==> config.mk <==
export PLATFORM = sky130hd
export DESIGN_NAME = shift_seq_ctrl_flat
export DESIGN_NICKNAME = d
export VERILOG_FILES = /design/src/rtl/shift_seq_ctrl_if.sv /design/src/rtl/shift_seq_ctrl.sv /design/src/flat_wrapper.sv
export SDC_FILE = /design/constraint.sdc
export NUM_CORES = 1
export LEC_CHECK = 0
export ABC_AREA = 1
export ABC_CLOCK_PERIOD_IN_PS = 1800
export CORE_MARGIN = 4
export CORE_UTILIZATION = 45
export DETAILED_ROUTE_END_ITERATION = 6
export PLACE_DENSITY = 0.8
export SLEW_MARGIN = 20
export SYNTH_ARGS = -nofsm -noshare
export SYNTH_HDL_FRONTEND = slang
export SYNTH_SLANG_ARGS = --single-unit
==> constraint.sdc <==
create_clock -name CLK -period 1.8 [get_ports CLK]
set_input_delay 0.36 -clock CLK [delete_from_list [all_inputs] [get_ports CLK]]
set_output_delay 0.36 -clock CLK [all_outputs]
set_load 0.005 [all_outputs]
==> src/rtl/shift_seq_ctrl_if.sv <==
// Command channel between an upstream command source and shift_seq_ctrl.
// The master issues a command with a valid/ready handshake and the slave accepts it.
interface shift_seq_ctrl_if #(
  parameter int WIDTH = 4,
  parameter int CNT_W = 3
);
  logic             cmd_valid;
  logic             cmd_ready;
  logic [1:0]       cmd_op;
  logic [CNT_W-1:0] cmd_amount;
  logic [WIDTH-1:0] cmd_data;
  logic             cmd_fill;

  modport master (
    output cmd_valid, cmd_op, cmd_amount, cmd_data, cmd_fill,
    input  cmd_ready
  );

  modport slave (
    input  cmd_valid, cmd_op, cmd_amount, cmd_data, cmd_fill,
    output cmd_ready
  );
endinterface

==> src/rtl/shift_seq_ctrl.sv <==
// Command sequencer for a universal shift-register array built from mux+DFF cells.
// It takes one command at a time (load, shift right, shift left, rotate right by N).
// It then steps the array's shared select lines one cycle per position and finally
// pulses done. For rotate, sr_in is wired straight from the array LSB so that every
// step reinserts the bit that is currently leaving.
module shift_seq_ctrl #(
  parameter int WIDTH = 4,
  parameter int CNT_W = 3
) (
  input  logic             CLK,
  input  logic             CLR,
  shift_seq_ctrl_if.slave  cmd,
  input  logic [WIDTH-1:0] q_fb,
  output logic [1:0]       sel,
  output logic [WIDTH-1:0] load_data,
  output logic             sr_in,
  output logic             sl_in,
  output logic             busy,
  output logic             done
);

  localparam logic [1:0] OP_LOAD  = 2'b00;
  localparam logic [1:0] OP_SHR   = 2'b01;
  localparam logic [1:0] OP_SHL   = 2'b10;
  localparam logic [1:0] OP_ROR   = 2'b11;

  localparam logic [1:0] SEL_HOLD = 2'b00;
  localparam logic [1:0] SEL_SHR  = 2'b01;
  localparam logic [1:0] SEL_SHL  = 2'b10;
  localparam logic [1:0] SEL_LOAD = 2'b11;

  typedef enum logic [1:0] {
    IDLE = 2'b00,
    RUN  = 2'b01,
    DONE = 2'b10
  } state_t;

  state_t           state;
  logic [CNT_W-1:0] cnt;
  logic             sr_fill;
  logic             rot_run;
  logic             unused_fb;

  // A command can only be taken in IDLE, and never while reset is being applied.
  assign cmd.cmd_ready = (state == IDLE) && !CLR;

  // Rotate feeds the MSB from the live LSB; otherwise the registered fill bit is used.
  assign sr_in = rot_run ? q_fb[0] : sr_fill;

  // Only the LSB of the feedback word matters to this controller.
  assign unused_fb = ^q_fb[WIDTH-1:1];

  // Sequencer: accept, then step the array once per cycle, then pulse done.
  always_ff @(posedge CLK) begin
    if (CLR) begin
      state     <= IDLE;
      cnt       <= '0;
      sel       <= SEL_HOLD;
      load_data <= '0;
      sr_fill   <= 1'b0;
      sl_in     <= 1'b0;
      rot_run   <= 1'b0;
      busy      <= 1'b0;
      done      <= 1'b0;
    end else begin
      unique case (state)
        IDLE: begin
          done <= 1'b0;
          if (cmd.cmd_valid) begin
            if (cmd.cmd_op == OP_LOAD) begin
              state     <= RUN;
              cnt       <= '0;
              sel       <= SEL_LOAD;
              load_data <= cmd.cmd_data;
              busy      <= 1'b1;
            end else if (cmd.cmd_amount == '0) begin
              state <= DONE;
              sel   <= SEL_HOLD;
              done  <= 1'b1;
            end else begin
              state   <= RUN;
              cnt     <= cmd.cmd_amount - CNT_W'(1);
              sel     <= (cmd.cmd_op == OP_SHL) ? SEL_SHL : SEL_SHR;
              sr_fill <= (cmd.cmd_op == OP_SHR) ? cmd.cmd_fill : 1'b0;
              sl_in   <= (cmd.cmd_op == OP_SHL) ? cmd.cmd_fill : 1'b0;
              rot_run <= (cmd.cmd_op == OP_ROR);
              busy    <= 1'b1;
            end
          end
        end

        RUN: begin
          if (cnt == '0) begin
            state   <= DONE;
            sel     <= SEL_HOLD;
            sr_fill <= 1'b0;
            sl_in   <= 1'b0;
            rot_run <= 1'b0;
            busy    <= 1'b0;
            done    <= 1'b1;
          end else begin
            cnt <= cnt - CNT_W'(1);
          end
        end

        DONE: begin
          done  <= 1'b0;
          state <= IDLE;
        end

        default: begin
          state <= IDLE;
          sel   <= SEL_HOLD;
          busy  <= 1'b0;
          done  <= 1'b0;
        end
      endcase
    end
  end

endmodule

==> src/flat_wrapper.sv <==
// flat-port wrapper written by rule: the top's interface ports become plain ports
module shift_seq_ctrl_flat 
#(
  parameter int WIDTH = 4,
  parameter int CNT_W = 3
)
  (CLK, CLR, q_fb, sel, load_data, sr_in, sl_in, busy, done, cmd_cmd_valid, cmd_cmd_op, cmd_cmd_amount, cmd_cmd_data, cmd_cmd_fill, cmd_cmd_ready);
  shift_seq_ctrl_if #(.WIDTH(WIDTH), .CNT_W(CNT_W)) cmd_i ();
  input  logic CLK;
  input  logic CLR;
  input  logic [WIDTH-1:0] q_fb;
  output logic [1:0] sel;
  output logic [WIDTH-1:0] load_data;
  output logic sr_in;
  output logic sl_in;
  output logic busy;
  output logic done;
  input wire logic [$bits(cmd_i.cmd_valid)-1:0] cmd_cmd_valid;
  input wire logic [$bits(cmd_i.cmd_op)-1:0] cmd_cmd_op;
  input wire logic [$bits(cmd_i.cmd_amount)-1:0] cmd_cmd_amount;
  input wire logic [$bits(cmd_i.cmd_data)-1:0] cmd_cmd_data;
  input wire logic [$bits(cmd_i.cmd_fill)-1:0] cmd_cmd_fill;
  output wire logic [$bits(cmd_i.cmd_ready)-1:0] cmd_cmd_ready;
  assign cmd_i.cmd_valid = cmd_cmd_valid;
  assign cmd_i.cmd_op = cmd_cmd_op;
  assign cmd_i.cmd_amount = cmd_cmd_amount;
  assign cmd_i.cmd_data = cmd_cmd_data;
  assign cmd_i.cmd_fill = cmd_cmd_fill;
  assign cmd_cmd_ready = cmd_i.cmd_ready;
  shift_seq_ctrl #(.WIDTH(WIDTH), .CNT_W(CNT_W)) u_core (.CLK(CLK), .CLR(CLR), .cmd(cmd_i), .q_fb(q_fb), .sel(sel), .load_data(load_data), .sr_in(sr_in), .sl_in(sl_in), .busy(busy), .done(done));
endmodule
==> impl_metrics.csv <==
group,metric,value,unit
placement,dp_hpwl,1.67,mm
power_and_ir_drop,switching_power,0.331,mW
power_and_ir_drop,powerDensity,818,nW/um^2
cells_and_area,layout_commonest_cell,"nand2_1",
synth,ys_seq_area_share,34.9,%
timing,setup_viol,0,
clock_tree,cts_sinks,16,
timing,period_needed,1.64,ns
route,drtAntennaViolNets,0,
timing,skew,0.00817,ns
synth,synth_top_family_by_area,"simple AND/OR/NAND/NOR gates",
die,num_rows,16,
synth,yosys.area_share.simple,39.9,%
synth,syn_inst,130,
synth,synthAdderAreaFrac,5.45,%
power_and_ir_drop,power_leakage,0.549,nW
cells_and_area,nNetsFinal,180,
cells_and_area,antenna_cells,0,
synth,syn_avg_cell_area,7.06,sq um
grt,grt_usage,16.5,%
die,core,1940,sq um
synth,yosysWarnings,0,
min_path,worstHoldPathType,"reg -> reg",
route,drt_iter0_drc,16,
die,die_h,53.2,um
grt,overflow,0,
clock_tree,numCtsBuffers,3,
power_and_ir_drop,swShare,32.9,%
worst_setup_path,start_kind,"input port",
power_and_ir_drop,p_seq_share,41.5,%
die,dieWidth,53.2,um
placement,gp_congestion,0.824,
route,dr.pass1.iters,4,
die,dieArea,2830,sq um
route,drt_wl_total,2.03,mm
status,status,"completed",
worst_setup_path,crit_path_end_kind,"output pin",
cells_and_area,most-common-layout-cells,"nand2_1 (26), clkdlybuf4s50_1 (22), nor2_1 (19)",
timing,max_freq,0.611,GHz
route,vias_per_cell,4.90,
grt,antenna_found_initial,0,
timing,max-slew-margin-rel,80.3,%
cells_and_area,area_delta_synth_final,34.1,%
grt,grt_pass1_vias,846,
power_and_ir_drop,p_comb_share,34.6,%
synth,netlist_area,918,sq um
clock_tree,clk_path_buf_depth,2,
worst_setup_path,crit_type,"in -> out",
synth,ys_types,21,
worst_setup_path,critPathArrivalTime,1.28,ns
clock_tree,htree_levels,1,
die,io_pins,28,
clock_tree,clock_latency,0.29,ns
synth,synth_compound_area_share,10.6,%
timing,grt_setup_unrepaired,"no",
power_and_ir_drop,ir_drop,0.474,mV
clock_tree,path_clk_slew,0.10,ns
placement,io_buffers,24,
timing,finalCritPeriodShare,91.0,%
cells_and_area,fillers,182,
grt,grt_max_degree,10,
timing,hold_viol,0,
cells_and_area,drive_gt1_share,14.6,%
route,drc,0,
timing,worst_pin_slew,0.295,ns
power_and_ir_drop,pwr-share-clk,23.9,%
route,num_vias,906,
clock_tree,cts_tree,"done",
synth,synth_mux_area_share,1.23,%
timing,hold_ws,0.461,ns
worst_setup_path,cp_max_fo,1,
worst_setup_path,worstPathRequired,1.44,ns
timing,slew_violations,0,
route,wl_per_cell,11.0,um
synth,synth-seq-cells,16,
synth,synth-xor-area-share,0.954,%
power_and_ir_drop,internal-power,0.676,mW
clock_tree,cts-root-buf,"clkbuf_4",
die,initial_core_util,47.3,%
flow_run,maxCapViolations,0,
synth,syn-num-nets,151,
grt,grt_pass1_wl,3.47,mm
timing,finalSetupTns,0,ns
==> worst max-delay path, cell delays in order <==
cell and delay [ns]:
clkdlybuf4s50_1 0.40, mux2_2 0.26, dlygate4sd2_1 0.26
==> power groups by stage <==
stage,logic (mW),clock network (mW),registers (mW)
floorplan,0.230,0,0.424
global placement,0.346,0,0.423
detailed placement,0.355,0,0.426
CTS,0.351,0.256,0.418
global route,0.394,0.265,0.423
finish,0.348,0.241,0.418
==> flip-flops by register name, summed over array words and instances, names as in the netlist <==
name	cells
u_core.cnt	3
u_core.load_data	4
u_core.state	2
u_core.busy	1
u_core.sl_in	1
u_core.sel	2
u_core.done	1
u_core.sr_fill	1
u_core.rot_run	1
==> layer usage <==
metal	routed length, um	global-route usage, %	up-vias	share of wire, %
li1	-	-	475	-
met1	893	19.3	414	44
met2	1060	30.8	15	52
met3	59	2.54	2	2.9
met4	14	3.83	0	0.69
met5	0	0	-	0
==> synthesized netlist by cell type <==
cell       n  area share, %
a21oi_1   13            7.1
clkbuf_1   1           0.41
dfxtp_1   16             35
ha_1       4            5.4
inv_1     13            5.3
inv_2      3            1.2
mux2_2     1            1.2
nand2_1   26             11
nand2_2    3            2.0
nand2_4    1            1.2
nand3_1   12            6.5
nand3b_1   1           0.82
nand4_1    1           0.68
nor2_1    19            7.8
nor2_2     2            1.4
nor2_4     5            6.1
nor2_8     1            2.2
nor3_1     1           0.54
o21ai_0    4            2.2
o22ai_1    2            1.4
xor2_1     1           0.95
==> final cells by class <==
class	count	area (sq um)	share of cell area (%)
well taps	27	33.8	2.74
multi-input cells	97	534	43.4
flip-flops and latches	16	322	26.1
repair buffers	25	245	19.9
inverters	16	60.1	4.88
clock buffers	4	36.3	2.95
==> stage by stage <==
stage / util [%] / setup WS, ns / std cells / instance area [sq um] / power (mW)
3_5_place_dp: 61.6 / -0.0249 / 181 / 1200 / 0.781
6_report: 63.4 / 0.163 / 185 / 1230 / 1.01
5_1_grt: 63.4 / 0.140 / 185 / 1230 / 1.08
4_1_cts: 63.4 / 0.156 / 185 / 1230 / 1.03
3_3_place_gp: 61.6 / -0.00987 / 181 / 1200 / 0.769
2_1_floorplan: - / 0.567 / 130 / 918 / 0.654
==> cell families (layout without fill, tap and decap cells) <==
kind of cell,count (synthesis),after routing
adder cells (fa/ha/maj),4,4
XOR/XNOR,1,1
AO/OA/AOI/OAI,19,19
AND/OR/NAND/NOR,72,72
buffers and inverters,17,45
multiplexers,1,1
flip-flops,16,16
==> repair_timing <==
action | 4_1_cts | 5_1_grt
setup endpoints to repair | 2 | 0
buffers inserted | 0 | 0
hold endpoints to repair | 0 | 0
resized for setup | 4 | 0
hold buffers | 0 | 0
==> path summary, 6_finish.rpt <==
check / slack [ns] / cells after the start / to / start
worst max-delay path: 0.16 / 3 / sr_in / q_fb[0]
worst min-delay path: 0.46 / 2 / u_core.busy / u_core.busy
worst max register to register: 0.43 / 9 / u_core.rot_run / u_core.cnt[0]
worst min register to register: 0.46 / 2 / u_core.busy / u_core.busy
No activity file was read; power rests on OpenSTA's default activity.
